File: config.mk
export PLATFORM = sky130hd
export DESIGN_NAME = pred_update_ctrl_flat
export DESIGN_NICKNAME = d
export VERILOG_FILES = /design/src/rtl/pred_update_ctrl_pkg.sv /design/src/rtl/pred_update_ctrl_if.sv /design/src/rtl/pred_update_ctrl_fifo.sv /design/src/rtl/pred_update_ctrl.sv /design/src/flat_wrapper.sv
export SDC_FILE = /design/constraint.sdc
export NUM_CORES = 1
export LEC_CHECK = 0
export CELL_PAD_IN_SITES_DETAIL_PLACEMENT = 0
export CELL_PAD_IN_SITES_GLOBAL_PLACEMENT = 2
export CORE_ASPECT_RATIO = 0.5
export CORE_MARGIN = 2
export CORE_UTILIZATION = 39
export DETAILED_ROUTE_END_ITERATION = 10
export GPL_TIMING_DRIVEN = 1
export PLACE_DENSITY_LB_ADDON = 0.1
export SETUP_SLACK_MARGIN = 0.02
export SLEW_MARGIN = 40
export SYNTH_ARGS = -nofsm -noshare
export SYNTH_HDL_FRONTEND = slang
export SYNTH_SLANG_ARGS = --single-unit
File: constraint.sdc
create_clock -name CLK -period 9.4 [get_ports CLK]
set_input_delay 1.88 -clock CLK [delete_from_list [all_inputs] [get_ports CLK]]
set_output_delay 1.88 -clock CLK [all_outputs]
set_load 0.1 [all_outputs]
File: src/rtl/pred_update_ctrl_pkg.sv
// Shared branch-predictor package: table geometry defaults, 2-bit counter
// encodings, tag-width helper and the resolved-branch queue entry.
package bp_pkg;

  localparam int IDX_BITS_DEF   = 10;
  localparam int FIFO_DEPTH_DEF = 4;

  // 2-bit saturating counter encodings
  localparam logic [1:0] CTR_SNT = 2'd0;
  localparam logic [1:0] CTR_WNT = 2'd1;
  localparam logic [1:0] CTR_WT  = 2'd2;
  localparam logic [1:0] CTR_ST  = 2'd3;

  typedef enum logic {
    ST_INIT = 1'b0,
    ST_IDLE = 1'b1
  } upd_state_e;

  // The PC word address is 30 bits; whatever the index does not use is tag.
  function automatic int tag_width(input int idx_bits);
    return 30 - idx_bits;
  endfunction

  // Tag and index are kept joined as the PC word address because the split
  // point depends on the instantiating module's IDX_BITS.
  typedef struct packed {
    logic [29:0] tag_idx;
    logic        taken;
    logic [31:0] target;
  } upd_entry_t;

  // Next counter value after an outcome, pinned at both ends.
  function automatic logic [1:0] sat_update(input logic [1:0] ctr, input logic taken);
    if (taken) begin
      return (ctr == CTR_ST) ? CTR_ST : ctr + 2'd1;
    end
    return (ctr == CTR_SNT) ? CTR_SNT : ctr - 2'd1;
  endfunction

endpackage

File: src/rtl/pred_update_ctrl_if.sv
// Resolve-bus and PHT/BTB write-port bundle for the predictor update controller.
// The controller is the slave; MEM plus the table memories form the master side.
interface pred_update_ctrl_if
  import bp_pkg::*;
#(
  parameter int IDX_BITS = IDX_BITS_DEF
);

  localparam int TAG_BITS = tag_width(IDX_BITS);

  logic                RES_VALID;
  logic                RES_READY;
  logic [31:0]         RES_PC;
  logic                RES_TAKEN;
  logic [31:0]         RES_TARGET;

  logic [IDX_BITS-1:0] PHT_RIDX;
  logic [1:0]          PHT_RDATA;
  logic                PHT_WE;
  logic [IDX_BITS-1:0] PHT_WIDX;
  logic [1:0]          PHT_WDATA;

  logic                BTB_WE;
  logic [IDX_BITS-1:0] BTB_WIDX;
  logic                BTB_WVALID;
  logic [TAG_BITS-1:0] BTB_WTAG;
  logic [31:0]         BTB_WTARGET;

  logic                PRED_EN;
  logic [31:0]         UPD_CNT;

  modport slave (
    input  RES_VALID, RES_PC, RES_TAKEN, RES_TARGET, PHT_RDATA,
    output RES_READY, PHT_RIDX, PHT_WE, PHT_WIDX, PHT_WDATA,
           BTB_WE, BTB_WIDX, BTB_WVALID, BTB_WTAG, BTB_WTARGET,
           PRED_EN, UPD_CNT
  );

  modport master (
    output RES_VALID, RES_PC, RES_TAKEN, RES_TARGET, PHT_RDATA,
    input  RES_READY, PHT_RIDX, PHT_WE, PHT_WIDX, PHT_WDATA,
           BTB_WE, BTB_WIDX, BTB_WVALID, BTB_WTAG, BTB_WTARGET,
           PRED_EN, UPD_CNT
  );

endinterface

File: src/rtl/pred_update_ctrl_fifo.sv
// Small synchronous FIFO of resolved-branch updates. The head entry is
// visible combinationally so the controller can build its table writes from it.
module pred_upd_fifo
  import bp_pkg::*;
#(
  parameter int DEPTH = FIFO_DEPTH_DEF
) (
  input  logic       clk,
  input  logic       rst_n,
  input  logic       push,
  input  upd_entry_t push_data,
  input  logic       pop,
  output logic       full,
  output logic       empty,
  output upd_entry_t head
);

  localparam int PTR_BITS = $clog2(DEPTH);
  localparam int CNT_BITS = PTR_BITS + 1;

  upd_entry_t          mem_q [DEPTH];
  upd_entry_t          mem_d [DEPTH];
  logic [PTR_BITS-1:0] wr_ptr_q, wr_ptr_d;
  logic [PTR_BITS-1:0] rd_ptr_q, rd_ptr_d;
  logic [CNT_BITS-1:0] count_q, count_d;
  logic                push_ok;
  logic                pop_ok;

  assign full    = (count_q == CNT_BITS'(DEPTH));
  assign empty   = (count_q == '0);
  assign head    = mem_q[rd_ptr_q];
  assign push_ok = push && !full;
  assign pop_ok  = pop && !empty;

  // Next storage, pointers and occupancy; pointers wrap naturally at DEPTH.
  always_comb begin
    mem_d = mem_q;
    if (push_ok) begin
      mem_d[wr_ptr_q] = push_data;
    end
    wr_ptr_d = wr_ptr_q + PTR_BITS'(push_ok);
    rd_ptr_d = rd_ptr_q + PTR_BITS'(pop_ok);
    count_d  = count_q + CNT_BITS'(push_ok) - CNT_BITS'(pop_ok);
  end

  // Entry storage needs no reset; only occupancy decides what is live.
  always_ff @(posedge clk) begin
    mem_q <= mem_d;
  end

  // Pointer and occupancy registers; reset discards every queued entry.
  always_ff @(posedge clk) begin
    if (!rst_n) begin
      wr_ptr_q <= '0;
      rd_ptr_q <= '0;
      count_q  <= '0;
    end else begin
      wr_ptr_q <= wr_ptr_d;
      rd_ptr_q <= rd_ptr_d;
      count_q  <= count_d;
    end
  end

endmodule

File: src/rtl/pred_update_ctrl.sv
// Branch-predictor update controller: after reset it sweeps every PHT/BTB
// entry to a known state, then drains resolved branches from a queue into
// read-modify-write PHT updates and BTB allocations on taken branches.
module pred_update_ctrl
  import bp_pkg::*;
#(
  parameter int IDX_BITS   = IDX_BITS_DEF,
  parameter int FIFO_DEPTH = FIFO_DEPTH_DEF
) (
  input  logic               CLK,
  input  logic               RESET,
  pred_update_ctrl_if.slave  bus
);

  localparam int                  TAG_BITS = tag_width(IDX_BITS);
  localparam logic [IDX_BITS-1:0] LAST_IDX = '1;

  upd_state_e          state_q, state_d;
  logic [IDX_BITS-1:0] sweep_q, sweep_d;
  logic [IDX_BITS-1:0] ridx_q, ridx_d;
  logic [31:0]         upd_cnt_q, upd_cnt_d;

  logic                fifo_full;
  logic                fifo_empty;
  logic                push;
  logic                pop;
  upd_entry_t          push_entry;
  upd_entry_t          head;
  logic [IDX_BITS-1:0] head_idx;
  logic [TAG_BITS-1:0] head_tag;

  logic                in_init;
  logic                in_idle;
  logic                res_ready;
  logic [IDX_BITS-1:0] pht_ridx;
  logic                pht_we;
  logic [IDX_BITS-1:0] pht_widx;
  logic [1:0]          pht_wdata;
  logic                btb_we;
  logic [IDX_BITS-1:0] btb_widx;
  logic                btb_wvalid;
  logic [TAG_BITS-1:0] btb_wtag;
  logic [31:0]         btb_wtarget;

  // While RESET is held low the outputs already look like the first sweep
  // cycle, so nothing downstream sees a stale update during reset.
  assign in_init   = !RESET || (state_q == ST_INIT);
  assign in_idle   = RESET && (state_q == ST_IDLE);
  assign res_ready = in_idle && !fifo_full;
  assign push      = bus.RES_VALID && res_ready;
  assign pop       = in_idle && !fifo_empty;

  assign push_entry = '{tag_idx: bus.RES_PC[31:2],
                        taken:   bus.RES_TAKEN,
                        target:  bus.RES_TARGET};
  assign head_idx   = head.tag_idx[IDX_BITS-1:0];
  assign head_tag   = head.tag_idx[29:IDX_BITS];

  pred_upd_fifo #(
    .DEPTH (FIFO_DEPTH)
  ) u_fifo (
    .clk       (CLK),
    .rst_n     (RESET),
    .push      (push),
    .push_data (push_entry),
    .pop       (pop),
    .full      (fifo_full),
    .empty     (fifo_empty),
    .head      (head)
  );

  // State, sweep counter, held read index and update counter registers.
  always_ff @(posedge CLK) begin
    if (!RESET) begin
      state_q   <= ST_INIT;
      sweep_q   <= '0;
      ridx_q    <= '0;
      upd_cnt_q <= '0;
    end else begin
      state_q   <= state_d;
      sweep_q   <= sweep_d;
      ridx_q    <= ridx_d;
      upd_cnt_q <= upd_cnt_d;
    end
  end

  // Sweep one index per cycle and leave INIT after the last index is written.
  always_comb begin
    state_d = state_q;
    sweep_d = sweep_q;
    ridx_d  = ridx_q;
    upd_cnt_d = upd_cnt_q;
    case (state_q)
      ST_INIT: begin
        sweep_d = sweep_q + 1'b1;
        if (sweep_q == LAST_IDX) begin
          state_d = ST_IDLE;
        end
      end
      ST_IDLE: begin
        if (pop) begin
          ridx_d    = head_idx;
          upd_cnt_d = upd_cnt_q + 32'd1;
        end
      end
      default: begin
        state_d = ST_INIT;
      end
    endcase
  end

  // Table write ports: sweep pattern in INIT, otherwise the queue head update.
  always_comb begin
    pht_ridx    = ridx_q;
    pht_we      = 1'b0;
    pht_widx    = '0;
    pht_wdata   = CTR_WNT;
    btb_we      = 1'b0;
    btb_widx    = '0;
    btb_wvalid  = 1'b0;
    btb_wtag    = '0;
    btb_wtarget = '0;
    if (in_init) begin
      pht_we   = 1'b1;
      pht_widx = RESET ? sweep_q : '0;
      btb_we   = 1'b1;
      btb_widx = RESET ? sweep_q : '0;
    end else if (pop) begin
      pht_ridx    = head_idx;
      pht_we      = 1'b1;
      pht_widx    = head_idx;
      pht_wdata   = sat_update(bus.PHT_RDATA, head.taken);
      btb_we      = head.taken;
      btb_widx    = head_idx;
      btb_wvalid  = 1'b1;
      btb_wtag    = head_tag;
      btb_wtarget = head.target;
    end
  end

  assign bus.RES_READY   = res_ready;
  assign bus.PHT_RIDX    = pht_ridx;
  assign bus.PHT_WE      = pht_we;
  assign bus.PHT_WIDX    = pht_widx;
  assign bus.PHT_WDATA   = pht_wdata;
  assign bus.BTB_WE      = btb_we;
  assign bus.BTB_WIDX    = btb_widx;
  assign bus.BTB_WVALID  = btb_wvalid;
  assign bus.BTB_WTAG    = btb_wtag;
  assign bus.BTB_WTARGET = btb_wtarget;
  assign bus.PRED_EN     = in_idle;
  assign bus.UPD_CNT     = upd_cnt_q;

endmodule
File: src/flat_wrapper.sv
// flat-port wrapper written by rule: the top's interface ports become plain ports
module pred_update_ctrl_flat import bp_pkg::*;
#(
  parameter int IDX_BITS   = IDX_BITS_DEF,
  parameter int FIFO_DEPTH = FIFO_DEPTH_DEF
)
  (CLK, RESET, bus_RES_VALID, bus_RES_PC, bus_RES_TAKEN, bus_RES_TARGET, bus_PHT_RDATA, bus_RES_READY, bus_PHT_RIDX, bus_PHT_WE, bus_PHT_WIDX, bus_PHT_WDATA, bus_BTB_WE, bus_BTB_WIDX, bus_BTB_WVALID, bus_BTB_WTAG, bus_BTB_WTARGET, bus_PRED_EN, bus_UPD_CNT);
  pred_update_ctrl_if #(.IDX_BITS(IDX_BITS)) bus_i ();
  input  logic CLK;
  input  logic RESET;
  input wire logic [$bits(bus_i.RES_VALID)-1:0] bus_RES_VALID;
  input wire logic [$bits(bus_i.RES_PC)-1:0] bus_RES_PC;
  input wire logic [$bits(bus_i.RES_TAKEN)-1:0] bus_RES_TAKEN;
  input wire logic [$bits(bus_i.RES_TARGET)-1:0] bus_RES_TARGET;
  input wire logic [$bits(bus_i.PHT_RDATA)-1:0] bus_PHT_RDATA;
  output wire logic [$bits(bus_i.RES_READY)-1:0] bus_RES_READY;
  output wire logic [$bits(bus_i.PHT_RIDX)-1:0] bus_PHT_RIDX;
  output wire logic [$bits(bus_i.PHT_WE)-1:0] bus_PHT_WE;
  output wire logic [$bits(bus_i.PHT_WIDX)-1:0] bus_PHT_WIDX;
  output wire logic [$bits(bus_i.PHT_WDATA)-1:0] bus_PHT_WDATA;
  output wire logic [$bits(bus_i.BTB_WE)-1:0] bus_BTB_WE;
  output wire logic [$bits(bus_i.BTB_WIDX)-1:0] bus_BTB_WIDX;
  output wire logic [$bits(bus_i.BTB_WVALID)-1:0] bus_BTB_WVALID;
  output wire logic [$bits(bus_i.BTB_WTAG)-1:0] bus_BTB_WTAG;
  output wire logic [$bits(bus_i.BTB_WTARGET)-1:0] bus_BTB_WTARGET;
  output wire logic [$bits(bus_i.PRED_EN)-1:0] bus_PRED_EN;
  output wire logic [$bits(bus_i.UPD_CNT)-1:0] bus_UPD_CNT;
  assign bus_i.RES_VALID = bus_RES_VALID;
  assign bus_i.RES_PC = bus_RES_PC;
  assign bus_i.RES_TAKEN = bus_RES_TAKEN;
  assign bus_i.RES_TARGET = bus_RES_TARGET;
  assign bus_i.PHT_RDATA = bus_PHT_RDATA;
  assign bus_RES_READY = bus_i.RES_READY;
  assign bus_PHT_RIDX = bus_i.PHT_RIDX;
  assign bus_PHT_WE = bus_i.PHT_WE;
  assign bus_PHT_WIDX = bus_i.PHT_WIDX;
  assign bus_PHT_WDATA = bus_i.PHT_WDATA;
  assign bus_BTB_WE = bus_i.BTB_WE;
  assign bus_BTB_WIDX = bus_i.BTB_WIDX;
  assign bus_BTB_WVALID = bus_i.BTB_WVALID;
  assign bus_BTB_WTAG = bus_i.BTB_WTAG;
  assign bus_BTB_WTARGET = bus_i.BTB_WTARGET;
  assign bus_PRED_EN = bus_i.PRED_EN;
  assign bus_UPD_CNT = bus_i.UPD_CNT;
  pred_update_ctrl #(.IDX_BITS(IDX_BITS), .FIFO_DEPTH(FIFO_DEPTH)) u_core (.CLK(CLK), .RESET(RESET), .bus(bus_i));
endmodule
==> flow_metrics.py <==
metrics = {
    "die": {
        "die_h_um": 130,
        "fp.coreArea_um2": 31500,
        "die_area_um2": 33300,
        "initial_core_util": 0.394,
        "ioPinCount": 191,
        "rows": 46,
        "die_width_um": 256,
    },
    "drt": {
        "ant_nets": 0,
        "routed_via_density": 5.01,
        "post_drt_wl_per_cell_um": 18.9,
        "drt_wl_total_mm": 26.4,
        "vias": 6992,
        "firstDrtPassIters": 4,
        "drc": 0,
        "drt_iter0_markers": 438,
    },
    "sta": {
        "fin_crit_ps": 6320,
        "fin_ws_ps": 3080,
        "fmax_ghz": 0.158,
        "rsz0062_at_grt": "no",
        "worst_pin_slew_ps": 728,
        "hold_slack_ps": 463,
        "fin_crit_sh": 0.672,
        "slew_headroom": 0.515,
        "final.setup.tns_ps": 0,
        "finalHoldViolCount": 0,
        "finClkSkew_ps": 21.2,
        "final_max_slew_viol_count": 0,
        "setup_violations": 0,
    },
    "clocking": {
        "post_cts_buffers": 0,
        "ctsLongestPathBuffers": 3,
        "cts_tree": "done",
        "cts_hold_buf": 0,
        "cts-resized-gates": 0,
        "clock_sinks": 312,
        "clock_tree.root_cell": "clkbuf_16",
        "cts_buffers": 28,
        "clk_latency_ps": 560,
        "h-tree-depth": 1,
        "path_clk_slew_ps": 70,
    },
    "power": {
        "pwr-share-seq": 0.556,
        "powerDensity_nw_per_um2": 178,
        "combPwrFrac": 0.023,
        "leakage_nw": 5.26,
        "report.power.total_mw": 2.68,
        "switchingPower_mw": 0.534,
        "pwr-share-clk": 0.421,
        "swShare": 0.199,
        "max-vdd-ir-drop_v": 0.000125,
        "power.internal_mw": 2.15,
    },
    "logic_synthesis": {
        "yosysSeqAreaShare": 0.707,
        "synth-edff-count": 252,
        "synthTopCellsByArea": "edfxtp_1, mux4_2, dfxtp_1, and2_1, nand2_1",
        "synth_cells": 761,
        "synthDistinctLibCells": 44,
        "synth-seq-cells": 312,
        "syn_nets": 838,
        "synth_flop_cell": "edfxtp_1",
        "yosysTopAreaCell": "edfxtp_1",
        "syn_area_per_cell_um2": 16.3,
        "synth.cell_area_um2": 12400,
        "async_flop_share": 0,
        "ys_warn_count": 0,
        "synth.top_cell.area_share": 0.610,
    },
    "placement": {
        "io_buffers": 188,
        "preCtsSetupSlack_ps": 3010,
        "dp_hpwl_mm": 16.0,
        "gp_congestion": 0.700,
    },
    "worst_setup_path": {
        "cp.required_ps": 7520,
        "path_class": "input pin to output port",
        "crit_family": "buffers and inverters",
        "crit_fanout": 41,
        "cp_common_cell": "buf_4",
        "critPathLaunchType": "input pin",
        "slowest_delay_ps": 460,
        "cp-end-kind": "output port",
        "crit_slowest_cell": "clkdlybuf4s50_1",
        "cp_num_buf_inv": 6,
        "worstPathArrival_ps": 4440,
        "crit_chain": "clkdlybuf4s50_1 -> buf_4 -> o311ai_2 -> buf_4 -> inv_4 -> buf_4 -> and2_1 -> buf_2",
    },
    "layout": {
        "antenna_cells": 0,
        "drive_gt1_frac": 0.263,
        "mostFrequentLayoutCells": "edfxtp_1, buf_2, nand2_1",
        "layout_commonest_cell": "edfxtp_1",
        "nets": 1021,
        "area_growth_pct": 21.4,
    },
    "global_route": {
        "grt_pass1_wl_mm": 40.3,
        "grt_max_degree": 64,
        "grtUsageTotal": 0.158,
        "antenna_found_initial": 0,
        "gr-total-overflow": 0,
        "grt_pass1_vias": 6935,
    },
    "flow_run": {
        "max_cap_viol_count": 0,
    },
    "hold_path": {
        "min_path_type": "flop to flop",
    },
    "outcome": {
        "status": "finished, final reports clean",
    },
}
worst paths after layout:
kind / depth (start not counted) / to / slack [ps] / start
worst min-delay path: 2 / u_core.ridx_q[0] / 460 / u_core.ridx_q[0]
worst max-delay path: 8 / bus_BTB_WTARGET[19] / 3080 / RESET
worst min register to register: 2 / u_core.ridx_q[0] / 460 / u_core.ridx_q[0]
worst max register to register: 12 / u_core.u_fifo.count_q[2] / 6200 / u_core.state_q
sequential cells by signal, indices dropped and copies added (netlist names):
register,flops
u_core.sweep_q,10
u_core.u_fifo.count_q,3
u_core.u_fifo.mem_q,252
u_core.u_fifo.wr_ptr_q,2
u_core.bus.UPD_CNT,32
u_core.ridx_q,10
u_core.u_fifo.rd_ptr_q,2
u_core.state_q,1
cell usage after synthesis, drive strengths merged (3+ instances only):
library cell    n
mux2i           6
nor3            4
or3             6
dfxtp          60
nand2          78
nand4          11
nor2           26
and2           59
inv            12
o21ai           6
a21oi          23
nor4            7
xor2            7
ha              6
nand3          13
o41ai           6
o311ai          7
mux4           63
o31ai           8
and4            4
and3            3
edfxtp        252
buf            19
or4            13
xnor2          12
clkbuf         28
nand2b         12
logic make-up after synthesis:
| logic type | synth area share |
|---|---|
| muxes | 0.119 |
| and+or+nand+nor | 0.103 |
| DFF | 0.707 |
| adders and majority gates | 0.00767 |
| AOI/OAI and AO/OA | 0.0275 |
| buffers and inverters | 0.0224 |
| xor gates and xnor gates | 0.0134 |
routing by layer:
layer,wire length (um),global-route usage
met4,388,0.0316
met3,945,0.0317
met1,11600,0.203
met5,0,0
met2,13400,0.282
power groups by stage:
stage	Combinational, mW	Clock [mW]	Sequential (mW)
after detailed placement	0.0623	0	1.52
final	0.0621	1.13	1.49
after floorplan	0.0201	0	1.52
after global placement	0.0610	0	1.52
after CTS	0.0624	1.17	1.49
after global routing	0.0670	1.22	1.49
worst min-delay path, delay by kind of cell, from the launching register on:
kind	cells	cell delay, ps
flip-flops	1	300
AO/OA/AOI/OAI	1	60
AND/OR/NAND/NOR	1	60
stage by stage:
stage	area [um^2]	instances	utilization
floorplan	12400	761	-
global placement	14700	1344	0.467
detailed placement	14200	1346	0.450
CTS	15100	1397	0.478
global route	15100	1397	0.478
finish	15100	1397	0.478
cell type report:
type                            count  area, um^2
Clock buffer                       32         716
Inverter                           13        51.3
Clock inverter                     19         184
Sequential cell                   312        8780
Fill cell                        2760       16400
Multi-Input combinational cell    389        3380
Tap cell                          432         541
Timing Repair Buffer              200        1410
Power figures use the tool's default switching activity.
